$ cat src/rtl/pattern_det_param_moore_if.sv
// Serial pattern detector bus: sample/control inputs and match outputs.
interface pattern_det_param_moore_if #(
    parameter int unsigned PAT_W = 4,
    parameter int unsigned CNT_W = 8
);
    logic             en;
    logic             x;
    logic             load;
    logic [PAT_W-1:0] pat_in;
    logic             overlap;
    logic             clr_cnt;
    logic             y;
    logic [CNT_W-1:0] match_cnt;
    logic             cnt_sat;

    // Driver side (stimulus / upstream control logic)
    modport master (
        output en, x, load, pat_in, overlap, clr_cnt,
        input  y, match_cnt, cnt_sat
    );

    // Detector side
    modport slave (
        input  en, x, load, pat_in, overlap, clr_cnt,
        output y, match_cnt, cnt_sat
    );
endinterface

$ cat src/rtl/pattern_det_param_moore.sv
// Parametrised serial pattern detector with a registered (Moore) match flag,
// runtime-loadable pattern, selectable overlap and a saturating match counter.
module pattern_det_param_moore #(
    parameter int unsigned      PAT_W   = 4,
    parameter logic [PAT_W-1:0] PAT_RST = 4'b1101,
    parameter int unsigned      CNT_W   = 8
) (
    input logic                    clk,
    input logic                    rst,
    pattern_det_param_moore_if.slave bus
);

    localparam int unsigned      FillW   = $clog2(PAT_W);
    localparam logic [FillW-1:0] FillMax = FillW'(PAT_W - 1);
    localparam logic [CNT_W-1:0] CntMax  = {CNT_W{1'b1}};

    typedef enum logic [0:0] {
        StFilling,
        StArmed
    } state_e;

    state_e           state_q, state_d;
    logic [FillW-1:0] fill_q,  fill_d;
    logic [PAT_W-2:0] hist_q,  hist_d;
    logic [PAT_W-1:0] pat_q,   pat_d;
    logic             y_q,     y_d;
    logic [CNT_W-1:0] cnt_q,   cnt_d;
    logic             sat_q,   sat_d;

    logic [PAT_W-1:0] window;
    logic             hit;

    // State registers; reset aborts any partial match
    always_ff @(posedge clk or negedge rst) begin
        if (!rst) begin
            state_q <= StFilling;
            fill_q  <= '0;
            hist_q  <= '0;
            pat_q   <= PAT_RST;
            y_q     <= 1'b0;
            cnt_q   <= '0;
            sat_q   <= 1'b0;
        end else begin
            state_q <= state_d;
            fill_q  <= fill_d;
            hist_q  <= hist_d;
            pat_q   <= pat_d;
            y_q     <= y_d;
            cnt_q   <= cnt_d;
            sat_q   <= sat_d;
        end
    end

    // Search FSM next state: load restarts, enabled bits shift in and are matched
    always_comb begin
        state_d = state_q;
        fill_d  = fill_q;
        hist_d  = hist_q;
        pat_d   = pat_q;
        y_d     = y_q;

        // Oldest bit lands in the MSB, matching the pattern's bit order
        window = {hist_q, bus.x};
        hit    = bus.en & ~bus.load & (state_q == StArmed) & (window == pat_q);

        if (bus.load) begin
            pat_d  = bus.pat_in;
            hist_d = '0;
            fill_d = '0;
            y_d    = 1'b0;
        end else if (bus.en) begin
            hist_d = window[PAT_W-2:0];
            y_d    = hit;
            if (hit && !bus.overlap) begin
                // Non-overlapping: the next match needs a full fresh pattern
                fill_d = '0;
            end else if (fill_q != FillMax) begin
                fill_d = fill_q + 1'b1;
            end
        end

        state_d = (fill_d == FillMax) ? StArmed : StFilling;
    end

    // Saturating match counter; clear beats a coincident hit
    always_comb begin
        cnt_d = cnt_q;
        sat_d = sat_q;
        if (bus.clr_cnt) begin
            cnt_d = '0;
            sat_d = 1'b0;
        end else if (hit && (cnt_q != CntMax)) begin
            cnt_d = cnt_q + 1'b1;
            sat_d = (cnt_d == CntMax);
        end
    end

    assign bus.y         = y_q;
    assign bus.match_cnt = cnt_q;
    assign bus.cnt_sat   = sat_q;

endmodule
$ cat src/flat_wrapper.sv
// flat-port wrapper written by rule: the top's interface ports become plain ports
module pattern_det_param_moore_flat 
#(
    parameter int unsigned      PAT_W   = 4,
    parameter logic [PAT_W-1:0] PAT_RST = 4'b1101,
    parameter int unsigned      CNT_W   = 8
)
  (clk, rst, bus_en, bus_x, bus_load, bus_pat_in, bus_overlap, bus_clr_cnt, bus_y, bus_match_cnt, bus_cnt_sat);
  pattern_det_param_moore_if #(.PAT_W(PAT_W), .CNT_W(CNT_W)) bus_i ();
  input logic clk;
  input logic rst;
  input wire logic [$bits(bus_i.en)-1:0] bus_en;
  input wire logic [$bits(bus_i.x)-1:0] bus_x;
  input wire logic [$bits(bus_i.load)-1:0] bus_load;
  input wire logic [$bits(bus_i.pat_in)-1:0] bus_pat_in;
  input wire logic [$bits(bus_i.overlap)-1:0] bus_overlap;
  input wire logic [$bits(bus_i.clr_cnt)-1:0] bus_clr_cnt;
  output wire logic [$bits(bus_i.y)-1:0] bus_y;
  output wire logic [$bits(bus_i.match_cnt)-1:0] bus_match_cnt;
  output wire logic [$bits(bus_i.cnt_sat)-1:0] bus_cnt_sat;
  assign bus_i.en = bus_en;
  assign bus_i.x = bus_x;
  assign bus_i.load = bus_load;
  assign bus_i.pat_in = bus_pat_in;
  assign bus_i.overlap = bus_overlap;
  assign bus_i.clr_cnt = bus_clr_cnt;
  assign bus_y = bus_i.y;
  assign bus_match_cnt = bus_i.match_cnt;
  assign bus_cnt_sat = bus_i.cnt_sat;
  pattern_det_param_moore #(.PAT_W(PAT_W), .PAT_RST(PAT_RST), .CNT_W(CNT_W)) u_core (.clk(clk), .rst(rst), .bus(bus_i));
endmodule
$ cat config.mk
export PLATFORM = sky130hd
export DESIGN_NAME = pattern_det_param_moore_flat
export DESIGN_NICKNAME = d
export VERILOG_FILES = /design/src/rtl/pattern_det_param_moore_if.sv /design/src/rtl/pattern_det_param_moore.sv /design/src/flat_wrapper.sv
export SDC_FILE = /design/constraint.sdc
export NUM_CORES = 1
export LEC_CHECK = 0
export BUFFER_PORTS_ARGS = -buffer_cell sky130_fd_sc_hd__buf_4
export CORE_MARGIN = 2
export CORE_UTILIZATION = 53
export CTS_CLUSTER_DIAMETER = 100
export CTS_CLUSTER_SIZE = 8
export DETAILED_ROUTE_END_ITERATION = 8
export PLACE_DENSITY = 0.79
export SLEW_MARGIN = 30
export SYNTH_ARGS = -nofsm -noshare
export SYNTH_HDL_FRONTEND = slang
export SYNTH_SLANG_ARGS = --single-unit
$ cat constraint.sdc
create_clock -name clk -period 2.11 [get_ports clk]
set_input_delay 0 -clock clk [delete_from_list [all_inputs] [get_ports clk]]
set_output_delay 0 -clock clk [all_outputs]
set_load 0.02 [all_outputs]
; ---- Yosys cells after proc, flatten, opt, wreduce, memory -nomap -nowiden
; Cells that the tools add are included.
; Widths: inputs -> output; s select.
[word_totals]
elab_cells = 36
output_inout_bits = 10
in_bits = 11
ff_bits = 20
[op_classes]
n_eq_ne = 5
reduce_logical = 5
addsub = 2
mux = 13
n_bitwise = 4
[op_table]
columns = cell, count
row1 = $mux 8, 2
row2 = $add 8x1->8 const B, 1
row3 = $eq 8x8->1 const B, 1
row4 = $mux 2, 4
row5 = $ne 8x8->1 const B, 1
row6 = $mux 3, 2
row7 = $mux 1, 5
row8 = $eq 4x4->1, 1
row9 = $reduce_bool 2->1, 2
row10 = $and 1x1->1, 3
row11 = $add 2x1->2 const B, 1
row12 = $eq 2x2->1 const B, 1
row13 = $logic_and 1x1->1, 2
row14 = $ne 2x2->1 const B, 1
row15 = $logic_not 1->1, 1
row16 = $not 1->1, 1

; ---- Longest topological paths before layout
; Gate-level depths: netlist of the first run.
[logic_depth]
word_depth = 10
depth_mapped = 6
mapped_depth_nobuf = 6

; ---- Worst setup path after synthesis of the first run
; OpenSTA, ideal clock, no wires.
[synth_path]
path_type = register to register
startpoint = reg u_core.cnt_q[1], in the netlist u_core.bus.match_cnt[1]
endpoint = reg u_core.cnt_q[0], in the netlist u_core.bus.match_cnt[0]
path_stages_with_launch = 6
setup_slack_ps = 346
arrival_time_ps = 1637
path_buffers = 0
t_required_ps = 1983
period_less_slack_ps = 1764
setup_time_ps = 127
cell_sequence = dfrtp_1 -> ha_1 -> nand4_1 -> or2_1 -> and3_4 -> mux2_1
[synth_between]
elab_chain_len = 3
[synth_rtl]
columns = element, line_no
row1 = start: declaration, pattern_det_param_moore.sv:27  ; logic [CNT_W-1:0] cnt_q, cnt_d;
row2 = start signal: assignment, pattern_det_param_moore.sv:49  ; cnt_q <= cnt_d;
row3 = $ne 8x8->1, pattern_det_param_moore.sv:92  ; end else if (hit && (cnt_q != CntMax)) begin
row4 = $logic_and 1x1->1, pattern_det_param_moore.sv:92
row5 = $reduce_bool 2->1 (no source line), n/a
; No other way between the ends.
; A chain may end at the register's enable or synchronous reset.

; ---- Worst setup path after layout of the first run
[layout_path]
startpoint = reg u_core.cnt_q[0], in the netlist u_core.bus.match_cnt[0]
endpoint = reg u_core.cnt_q[0], in the netlist u_core.bus.match_cnt[0]
[layout_between]
elab_chain_len = 3
elab_cells_between_ends = 6
classes_between = add/sub (1) / eq/ne (1) / mux (2) / reduce/logical (2)
[layout_rtl]
columns = element, line_no
row1 = $add 8x1->8 or $ne 8x8->1 (tied branches), "pattern_det_param_moore.sv:93, pattern_det_param_moore.sv:92"
row2 = $mux 8 or $logic_and 1x1->1 (tied branches), pattern_det_param_moore.sv:92
row3 = $mux 8 or $reduce_bool 2->1 (tied branches), n/a
; Several ways; a longest one is shown, not always the timed one. The select of a mux whose other input is x is not followed.

==> summary.md, run 1 <==
| Metric | Value |
|---|---|
| Synthesized Nets | `121` |
| Die footprint | `2480 um^2` |
| Yosys warning count | `0` |
| Htree depth | `1` |
| Post-route ant nets | `0` |
| Number of library cell types mapped by synthesis | `40` |
| Total power | `0.698 mW` |
| Type of the worst setup path | `reg2reg` |
| Vias in the first global route | `975` |
| Clock Sinks | `20` |
| Hold Crit Start | `bus_overlap` |
| CTS resizes | `0` |
| Run status | `completed` |
| Max Clock Freq | `556 MHz` |
| Post-synth top area cell | `dfrtp_1` |
| CTS Buf Count | `3` |
| # setup viols final | `0` |
| EDFF count, synth | `0` |
| Largest net degree at the start of global routing | `21` |
| FP Rows | `16` |
| Layout Cells excl Fill | `164` |
| Min cycle time layout | `1.80 ns` |
| Synthesized flop and latch total | `20` |
| Clk pin slew, worst setup/hold paths | `0.10 ns` |
| RSZ-0062 raised after global routing | `false` |
| Die W | `49.8 um` |
| Max_cap viols | `0` |
| # DRC | `0` |
| Detailed Routing Iterations Pass 1 | `4` |
| Sequential cell area | `504 um^2` |
| Async SR Flop Fraction | `100%` |
| Total GRT Usage | `23.2%` |
| Core area | `1960 um^2` |
| Pwr/cell area | `501 nW/um^2` |
| Hold Crit Class | `in2reg` |
| Period Utilization, post-route | `85.2%` |
| Die height | `49.8 um` |
| Top_reg_cell synth | `dfrtp_1` |
| Gr ovfl total | `0` |
| Setup TNS Final | `0 ns` |
| Most common cell in the netlist | `dfrtp_1` |
| Hold Vio Cnt, Final | `0` |
| Max FO, Critical Path | `7` |
| Initial Util | `56.7%` |
| Worst setup startpoint | `u_core.bus.match_cnt[0]$_DFFE_PN0P_` |
| Cells after DPL | `151` |
| Syn_area_per_cell | `10.3 um^2` |
| CTS tree | `built` |
| GP Congestion | `0.893` |
| Commonest cells post-synth | `dfrtp_1, nor2_1, a21oi_1, nand4_1` |
| Register area share after synthesis | `45.3%` |
| Tightest Pin Transition | `0.339 ns` |
| Relative slew slack | `77.2%` |
| VDD IR max | `0.480 mV` |
| Lkg Pwr | `0.585 nW` |
| Antenna diodes | `0` |
| Crit path launch type | `register` |
| Worst Path Arrival | `1.99 ns` |
| WL final | `2380 um` |
| R2r startpoint | `u_core.bus.match_cnt[0]$_DFFE_PN0P_` |
| Mapped Area | `1110 um^2` |
| Max-slew violations | `0` |
| Area of the multi-input gates | `557 um^2` |
| I/O Pins | `21` |
| Via count | `955` |
| Share of cells above drive strength 1 | `27.0%` |
| Worst Skew | `0.00770 ns` |
| Worst-Skew Late Latency | `0.30 ns` |
| Core Util, Final | `70.9%` |
| Required time worst endpoint | `2.30 ns` |
| Max clock buf depth | `2` |
| Synth-to-layout area growth | `25.1%` |
| CP endpoint kind | `register` |
| PortBufs | `20` |
| Initial detailed-routing violation count | `15` |
| Gate Count Post-Synth | `108` |
| First-pass GRT wire length | `4280 um` |
| Share of the synthesized area in the top cell type | `38.2%` |
| Initial antenna violation count | `0` |
| Clock root buffer | `clkbuf_4` |
| Layout Nets | `151` |
| Dpl hpwl | `1730 um` |
| Top area cells in the synthesized netlist | `dfrtp_1, dfstp_2, mux2_2` |
| WL per Instance | `14.5 um` |
| Number of fill cells | `167` |
| Vias per cell | `5.82` |
-- cell usage in the layout (no fill, tap or decap), types with 2 or more instances in the layout --
cell / instances
ha_1: 2
mux2i_1: 4
nor2_1: 10
xnor2_1: 4
a31oi_1: 4
nand3_1: 3
nand4_1: 5
inv_1: 4
and3_1: 3
nor4_1: 2
mux2_2: 4
or4_1: 2
nand2_1: 4
buf_4: 22
clkbuf_4: 3
a21oi_1: 5
nor3_1: 4
a311oi_1: 2
dfrtp_1: 17
dlygate4sd3_1: 9
o31ai_1: 2
dfstp_2: 3
a211oi_1: 3
-- state kept, by name, summed over array words and instances (netlist names) --
name                  flops
u_core.hist_q             3
u_core.state_q            1
u_core.bus.cnt_sat        1
u_core.bus.match_cnt      8
u_core.fill_q             2
u_core.bus.y              1
u_core.pat_q              4
-- worst paths after layout --
kind,endpoint,slack (ns),cells after the start
hold reg to reg,u_core.bus.y$_DFFE_PN0P_,0.50,1
setup / recovery,u_core.bus.match_cnt[0]$_DFFE_PN0P_,0.31,5
min in group asynchronous,u_core.bus.match_cnt[5]$_DFFE_PN0P_,0.11,2
setup reg to reg,u_core.bus.match_cnt[0]$_DFFE_PN0P_,0.31,5
hold / removal,u_core.state_q$_DFF_PN0_,0.04,3
max in group asynchronous,u_core.pat_q[3]$_DFFE_PN1P_,1.72,2
-- critical path, stage by stage, from the launching register on --
cell and delay, ns:
dfrtp_1 0.47, ha_1 0.33, nand4_1 0.15, or2_1 0.25, and3_4 0.20, mux2_1 0.30
-- cells by family after synthesis --
logic type / count (synthesis) / share of synthesized area, %
xor+xnor: 5 / 5.62
mux: 9 / 8.66
flops: 20 / 45.3
simple gates: 42 / 21.5
fa+ha+maj: 2 / 2.25
compound gates: 20 / 12.0
buf+inv: 10 / 4.61
-- where the power goes --
part | internal [mW] | switching (mW) | leakage (nW)
clock | 0.0738 | 0.114 | 0.0150
sequential | 0.401 | 0.0125 | 0.264
combinational | 0.0520 | 0.0446 | 0.306
-- area by class of cell --
class | instances | share of cell area [%]
well taps | 27 | 2.43
clock buffers | 4 | 1.89
repair buffers | 31 | 18.3
multi-input cells | 78 | 40.0
inverters | 4 | 1.08
flip-flops and latches | 20 | 36.2
-- stage by stage --
stage,hold WS [ns],setup slack (ns),cell area (um^2)
final,0.0389,0.312,1390
after global routing,0.0477,0.143,1390
after CTS,0.0186,0.325,1390
after detailed placement,-0.107,0.339,1270
after global placement,-0.108,0.408,1270
after floorplan,-0.296,0.346,1110
-- routing by layer --
metal	global-route usage (%)	share of wire [%]	up-vias
met2	41.1	54	28
met5	0	0	-
met4	10.2	2.0	0
li1	-	-	456
met3	4.24	4.0	5
met1	27.2	40	466
-- repair_timing --
action | CTS | global route
hold buffers | 9 | 0
setup buffers | 0 | 0
endpoints found under the hold margin | 36 | 0
(Power assumes the default switching activity.)
==> run 2: changes to the inputs <==
--- a/config.mk
+++ b/config.mk
@@ -6,11 +6,11 @@
 export NUM_CORES = 1
 export LEC_CHECK = 0
 export BUFFER_PORTS_ARGS = -buffer_cell sky130_fd_sc_hd__buf_4
-export CORE_MARGIN = 2
 export CORE_UTILIZATION = 53
 export CTS_CLUSTER_DIAMETER = 100
 export CTS_CLUSTER_SIZE = 8
 export DETAILED_ROUTE_END_ITERATION = 8
+export MAX_ROUTING_LAYER = met4
 export PLACE_DENSITY = 0.79
 export SLEW_MARGIN = 30
 export SYNTH_ARGS = -nofsm -noshare
==> summary.md, run 2 (same netlist as run 1, synthesis figures left out) <==
| Metric | Value |
|---|---|
| Clock Sinks | `20 (unchanged)` |
| Min cycle time layout | `1.76 ns (-0.0346 ns)` |
| Total GRT Usage | `25.3% (+2.1 points)` |
| # DRC | `0 (unchanged)` |
| Layout Nets | `151 (unchanged)` |
| Post-route ant nets | `0 (unchanged)` |
| CTS tree | `built` |
| Setup TNS Final | `0 ns (unchanged)` |
| Share of cells above drive strength 1 | `27.0% (unchanged)` |
| Period Utilization, post-route | `83.6% (-1.6 points)` |
| Clk pin slew, worst setup/hold paths | `0.10 ns (about the same)` |
| Initial antenna violation count | `0 (unchanged)` |
| Worst Skew | `0.00653 ns (-0.00118 ns)` |
| WL final | `2240 um (-5.6%)` |
| CP endpoint kind | `register` |
| Crit path launch type | `register` |
| First-pass GRT wire length | `3840 um (-10%)` |
| WL per Instance | `13.7 um (-5.6%)` |
| Die W | `47.8 um (-4.0%)` |
| Hold Crit Class | `in2reg` |
| Number of fill cells | `166 (-0.60%)` |
| Final WS setup | `0.346 ns (+0.0346 ns)` |
| Synth-to-layout area growth | `25.1% (unchanged)` |
| Antenna diodes | `0 (unchanged)` |
| Pwr/cell area | `498 nW/um^2 (-0.64%)` |
| Combinational Power Share | `13.8% (about the same)` |
| FP Rows | `16 (unchanged)` |
| Lkg Pwr | `0.585 nW (unchanged)` |
| Max-slew violations | `0 (unchanged)` |
| Die footprint | `2290 um^2 (-7.9%)` |
| Initial Util | `56.7% (unchanged)` |
| Via count | `911 (-4.6%)` |
| Max_cap viols | `0 (unchanged)` |
| Worst Path Arrival | `1.95 ns (-0.04 ns)` |
| Core area | `1960 um^2 (unchanged)` |
| Required time worst endpoint | `2.30 ns (about the same)` |
| Hold Vio Cnt, Final | `0 (unchanged)` |
| Vias in the first global route | `894 (-8.3%)` |
| Type of the worst setup path | `reg2reg` |
| I/O Pins | `21 (unchanged)` |
| Net load switching power | `0.167 mW (-2.5%)` |
| Total power | `0.693 mW (-0.64%)` |
| Clock power share | `26.7% (-0.2 points)` |
| Initial detailed-routing violation count | `7 (-8)` |
| Worst slack, placed | `0.367 ns (+0.0289 ns)` |
| Leading cell types in the layout, fill and taps excluded | `buf_4, dfrtp_1, nor2_1, dlygate4sd3_1` |
| GP Congestion | `0.851 (-4.7%)` |
| Largest net degree at the start of global routing | `21 (unchanged)` |
| Max Clock Freq | `567 MHz (+2.0%)` |
| Max FO, Critical Path | `7 (unchanged)` |
| Die height | `47.8 um (-4.0%)` |
| Reg power frac | `59.5% (+0.3 points)` |
| Worst-Skew Late Latency | `0.30 ns (about the same)` |
| Vias per cell | `5.55 (-4.6%)` |
| Gr ovfl total | `0 (unchanged)` |
| CTS Buf Count | `3 (unchanged)` |
| Dpl hpwl | `1660 um (-4.2%)` |
| Htree depth | `1 (unchanged)` |
| Int Power | `0.526 mW (about the same)` |
| Run status | `completed` |
| Commonest non-fill, non-tap cell in the layout | `buf_4` |
| Cells after DPL | `151 (unchanged)` |
| Net Sw Frac | `24.1% (-0.45 points)` |
| Detailed Routing Iterations Pass 1 | `4 (unchanged)` |
| Max reg flops | `8 (unchanged)` |
| Clock root buffer | `clkbuf_4` |
| Relative slew slack | `78.9% (+1.6 points)` |
| PortBufs | `20 (unchanged)` |
| # setup viols final | `0 (unchanged)` |
| CTS resizes | `0 (unchanged)` |
| Tightest Pin Transition | `0.314 ns (-0.0245 ns)` |
| Layout Cells excl Fill | `164 (unchanged)` |
| RSZ-0062 raised after global routing | `false` |
| VDD IR max | `0.439 mV (-8.6%)` |
| Max clock buf depth | `2 (unchanged)` |
| Core Util, Final | `70.9% (unchanged)` |
[run 2: cell counts in the layout (fill, tap and decap cells not counted)]
Identical to the previous run, type by type.
[run 2: worst paths after layout]
check	start	to	slack, ns	depth (start not counted)
hold reg to reg	u_core.bus.y$_DFFE_PN0P_	u_core.bus.y$_DFFE_PN0P_	0.49	1
hold / removal	bus_overlap	u_core.state_q$_DFF_PN0_	0.02	3
min in group asynchronous	rst	u_core.hist_q[1]$_DFFE_PN0P_	0.10	2
max in group asynchronous	rst	u_core.pat_q[3]$_DFFE_PN1P_	1.74	2
setup / recovery	u_core.bus.match_cnt[1]$_DFFE_PN0P_	u_core.bus.match_cnt[0]$_DFFE_PN0P_	0.35	5
setup reg to reg	u_core.bus.match_cnt[1]$_DFFE_PN0P_	u_core.bus.match_cnt[0]$_DFFE_PN0P_	0.35	5
[run 2: metrics by stage]
stage,instance area [um^2],hold slack (ns)
final,1390,0.0224
after global routing,1390,0.0547
after CTS,1390,0.0105
after detailed placement,1270,-0.105
after global placement,1270,-0.107
after floorplan,1110,-0.296
[run 2: worst max-delay path: stages (launching register included)]
cell,delay [ns]
dfrtp_1,0.45
ha_1,0.32
nand4_1,0.14
or2_1,0.25
and3_4,0.20
mux2_1,0.30
[run 2: area by class of cell]
| type | instances | area, um^2 | area share (%) |
|---|---|---|---|
| clock buffer | 4 | 26.3 | 1.89 |
| inverter | 4 | 15.0 | 1.08 |
| multi-input combinational | 78 | 557 | 40.0 |
| timing repair buffer | 31 | 255 | 18.3 |
| sequential | 20 | 504 | 36.2 |
| tap | 27 | 33.8 | 2.43 |
[run 2: per-layer routing]
layer | share of wire, % | global-route usage (%)
met1 | 45 | 30.7
met2 | 51 | 41.9
met3 | 2.5 | 3.40
met4 | 1.2 | 11.1
met5 | 0 | -
[run 2: what timing repair did]
| action | in CTS | in global routing |
|---|---|---|
| setup buffers | 0 | 0 |
| hold buffers | 9 | 0 |
| endpoints found under the hold margin | 36 | 0 |
[run 2: power groups by stage]
stage          logic, mW  clock network, mW  registers (mW)
6_report          0.0960              0.185           0.412
5_1_grt            0.105              0.204           0.414
4_1_cts           0.0968              0.193           0.413
3_5_place_dp      0.0839                  0           0.420
3_3_place_gp      0.0821                  0           0.419
2_1_floorplan     0.0527                  0           0.417
==> run 3: changes to the inputs <==
--- a/config.mk
+++ b/config.mk
@@ -6,12 +6,12 @@
 export NUM_CORES = 1
 export LEC_CHECK = 0
 export BUFFER_PORTS_ARGS = -buffer_cell sky130_fd_sc_hd__buf_4
-export CORE_UTILIZATION = 53
+export CORE_UTILIZATION = 48
 export CTS_CLUSTER_DIAMETER = 100
 export CTS_CLUSTER_SIZE = 8
 export DETAILED_ROUTE_END_ITERATION = 8
 export MAX_ROUTING_LAYER = met4
-export PLACE_DENSITY = 0.79
+export PLACE_DENSITY = 0.75
 export SLEW_MARGIN = 30
 export SYNTH_ARGS = -nofsm -noshare
 export SYNTH_HDL_FRONTEND = slang
==> constraint.sdc (replaced) <==
create_clock -name clk -period 1.4 [get_ports clk]
set_input_delay 0 -clock clk [delete_from_list [all_inputs] [get_ports clk]]
set_output_delay 0 -clock clk [all_outputs]
set_load 0.02 [all_outputs]
==> summary.md, run 3 (same netlist as run 1, synthesis figures left out) <==
| Metric | Value |
|---|---|
| Share of cells above drive strength 1 | `52.2% (+25 points)` |
| Hold depth | `2 (-1)` |
| Failing checks | `negative setup slack` |
| WL per Instance | `15.7 um (+15%)` |
| Final WS setup | `-0.173 ns (-0.519 ns)` |
| Vias in the first global route | `1120 (+25%)` |
| VDD IR max | `0.760 mV (+73%)` |
| Relative slew slack | `77.4% (-1.5 points)` |
| Hold Vio Cnt, Final | `0 (unchanged)` |
| Max reg flops | `8 (unchanged)` |
| Max clock buf depth | `2 (unchanged)` |
| Antenna diodes | `0 (unchanged)` |
| First-pass GRT wire length | `4910 um (+28%)` |
| GP Congestion | `0.949 (+11%)` |
| Post-route ant nets | `0 (unchanged)` |
| Worst Skew | `0.0147 ns (+0.00818 ns)` |
| Worst Hold Slack | `0.00966 ns (-0.0128 ns)` |
| Detailed Routing Iterations Pass 1 | `4 (unchanged)` |
| Layout Nets | `175 (+16%)` |
| Pwr/cell area | `651 nW/um^2 (+31%)` |
| Core area | `2190 um^2 (+12%)` |
| Core Util, Final | `77.6% (+6.7 points)` |
| Commonest non-fill, non-tap cell in the layout | `buf_4` |
| Hold Crit Class | `in2reg` |
| Max Clock Freq | `636 MHz (+12%)` |
| WL final | `2970 um (+32%)` |
| Type of the worst setup path | `reg2reg` |
| Worst slack, placed | `-0.131 ns (-0.498 ns)` |
| Max-slew violations | `0 (unchanged)` |
| Clock root buffer | `clkbuf_4` |
| R2r startpoint | `u_core.pat_q[0]$_DFFE_PN1P_` |
| PortBufs | `20 (unchanged)` |
| R2R depth | `4 (-1)` |
| CTS Buf Count | `3 (unchanged)` |
| Initial Util | `50.8% (-5.9 points)` |
| FP Rows | `17 (+1)` |
| Crit-path slowest cell | `dfstp_2` |
| Run status | `finished, violations left` |
| Max_cap viols | `0 (unchanged)` |
| Leading cell types in the layout, fill and taps excluded | `buf_4, dfrtp_1, dlygate4sd3_1, nor2_1, nand4_1` |
| Dpl hpwl | `2100 um (+27%)` |
| RSZ-0062 raised after global routing | `true` |
| I/O Pins | `21 (unchanged)` |
| Max FO, Critical Path | `3 (-4)` |
| Initial antenna violation count | `0 (unchanged)` |
| Tightest Pin Transition | `0.334 ns (+0.0195 ns)` |
| Reg2reg setup slack | `-0.17 ns (-0.52 ns)` |
| Gr ovfl total | `0 (unchanged)` |
| Hold endpoint | `u_core.pat_q[0]$_DFFE_PN1P_` |
| Min cycle time layout | `1.57 ns (-0.191 ns)` |
| Htree depth | `1 (unchanged)` |
| Crit-path max cell delay | `0.57 ns (+0.12 ns)` |
| CP endpoint kind | `register` |
| Initial detailed-routing violation count | `14 (+7)` |
| Die W | `50.1 um (+4.9%)` |
| Largest net degree at the start of global routing | `21 (unchanged)` |
| Via count | `1082 (+19%)` |
| Required time worst endpoint | `1.63 ns (-0.67 ns)` |
| Die footprint | `2510 um^2 (+10%)` |
| # DRC | `0 (unchanged)` |
| Die height | `50.1 um (+4.9%)` |
| Hold Crit Start | `bus_load` |
| # setup viols final | `9 (+9)` |
| Worst-path cell chain | `xnor2_2 > nand3_2 > or4_4 > a21oi_2` |
| Worst Path Arrival | `1.80 ns (-0.15 ns)` |
| Crit path launch type | `register` |
| Reg-to-Reg End | `u_core.bus.match_cnt[3]$_DFFE_PN0P_` |
| Clock Sinks | `20 (unchanged)` |
| Clk pin slew, worst setup/hold paths | `0.12 ns (+0.02 ns)` |
| Total GRT Usage | `26.9% (+1.5 points)` |
| Vias per cell | `5.72 (+3.1%)` |
| Worst-Skew Late Latency | `0.31 ns (about the same)` |
| CTS tree | `built` |
| Period Utilization, post-route | `112% (+29 points)` |
| Lkg Pwr | `0.726 nW (+24%)` |
| Synth-to-layout area growth | `52.9%` |
[run 3: final cells by class]
class | count | area [um^2]
Multi-Input combinational cell | 78 | 672
Sequential cell | 20 | 509
Fill cell | 143 | 490
Timing Repair Buffer | 55 | 443
Tap cell | 28 | 35.0
Clock buffer | 4 | 26.3
Inverter | 4 | 15.0
[run 3: how the worst max path moves through the flow]
stage                                   startpoint                                  end  slack, ns
2_1_floorplan  u_core.bus.match_cnt[1]$_DFFE_PN0P_  u_core.bus.match_cnt[0]$_DFFE_PN0P_      -0.16
5_1_grt                u_core.pat_q[2]$_DFFE_PN1P_  u_core.bus.match_cnt[3]$_DFFE_PN0P_      -0.23
6_report               u_core.pat_q[0]$_DFFE_PN1P_  u_core.bus.match_cnt[3]$_DFFE_PN0P_      -0.17
4_1_cts                u_core.pat_q[0]$_DFFE_PN1P_  u_core.bus.match_cnt[3]$_DFFE_PN0P_      -0.15
3_5_place_dp           u_core.pat_q[0]$_DFFE_PN1P_  u_core.bus.match_cnt[2]$_DFFE_PN0P_      -0.13
3_3_place_gp           u_core.pat_q[0]$_DFFE_PN1P_  u_core.bus.match_cnt[7]$_DFFE_PN0P_      -0.09
[run 3: repair_timing]
item | 4_1_cts | 5_1_grt
setup endpoints to repair | 12 | 13
resized for setup | 4 | 13
hold endpoints to repair | 36 | 0
hold buffers | 9 | 0
pin swaps | 1 | 6
buffers inserted | 1 | 2
[run 3: metrics by stage]
stage	cells	power [mW]	instance area [um^2]	setup TNS [ns]
3_3_place_gp	173	0.774	1480	-0.509
4_1_cts	187	1.09	1630	-0.800
6_report	189	1.11	1700	-0.837
2_1_floorplan	108	0.716	1160	-0.352
5_1_grt	189	1.15	1700	-1.58
3_5_place_dp	173	0.781	1480	-0.896
[run 3: metal layers]
| metal | vias to the layer above | share of wire (%) | global-route usage, % |
|---|---|---|---|
| li1 | 506 | - | - |
| met1 | 535 | 39 | 29.7 |
| met2 | 31 | 56 | 47.6 |
| met3 | 10 | 3.2 | 3.33 |
| met4 | 0 | 2.5 | 12.9 |
| met5 | - | 0 | - |
[run 3: worst max-delay path, delay by kind of cell (launching register included)]
family | cells | cell delay (ns)
xor gates and xnor gates | 1 | 0.14
and+or+nand+nor | 2 | 0.62
AOI/OAI and AO/OA | 1 | 0.16
DFF | 1 | 0.57
[run 3: report_power, final]
part           total, mW  leakage, nW  switching, mW  internal, mW
clock network      0.294       0.0150          0.183         0.111
registers          0.625        0.257         0.0211         0.604
logic              0.188        0.454         0.0837         0.104
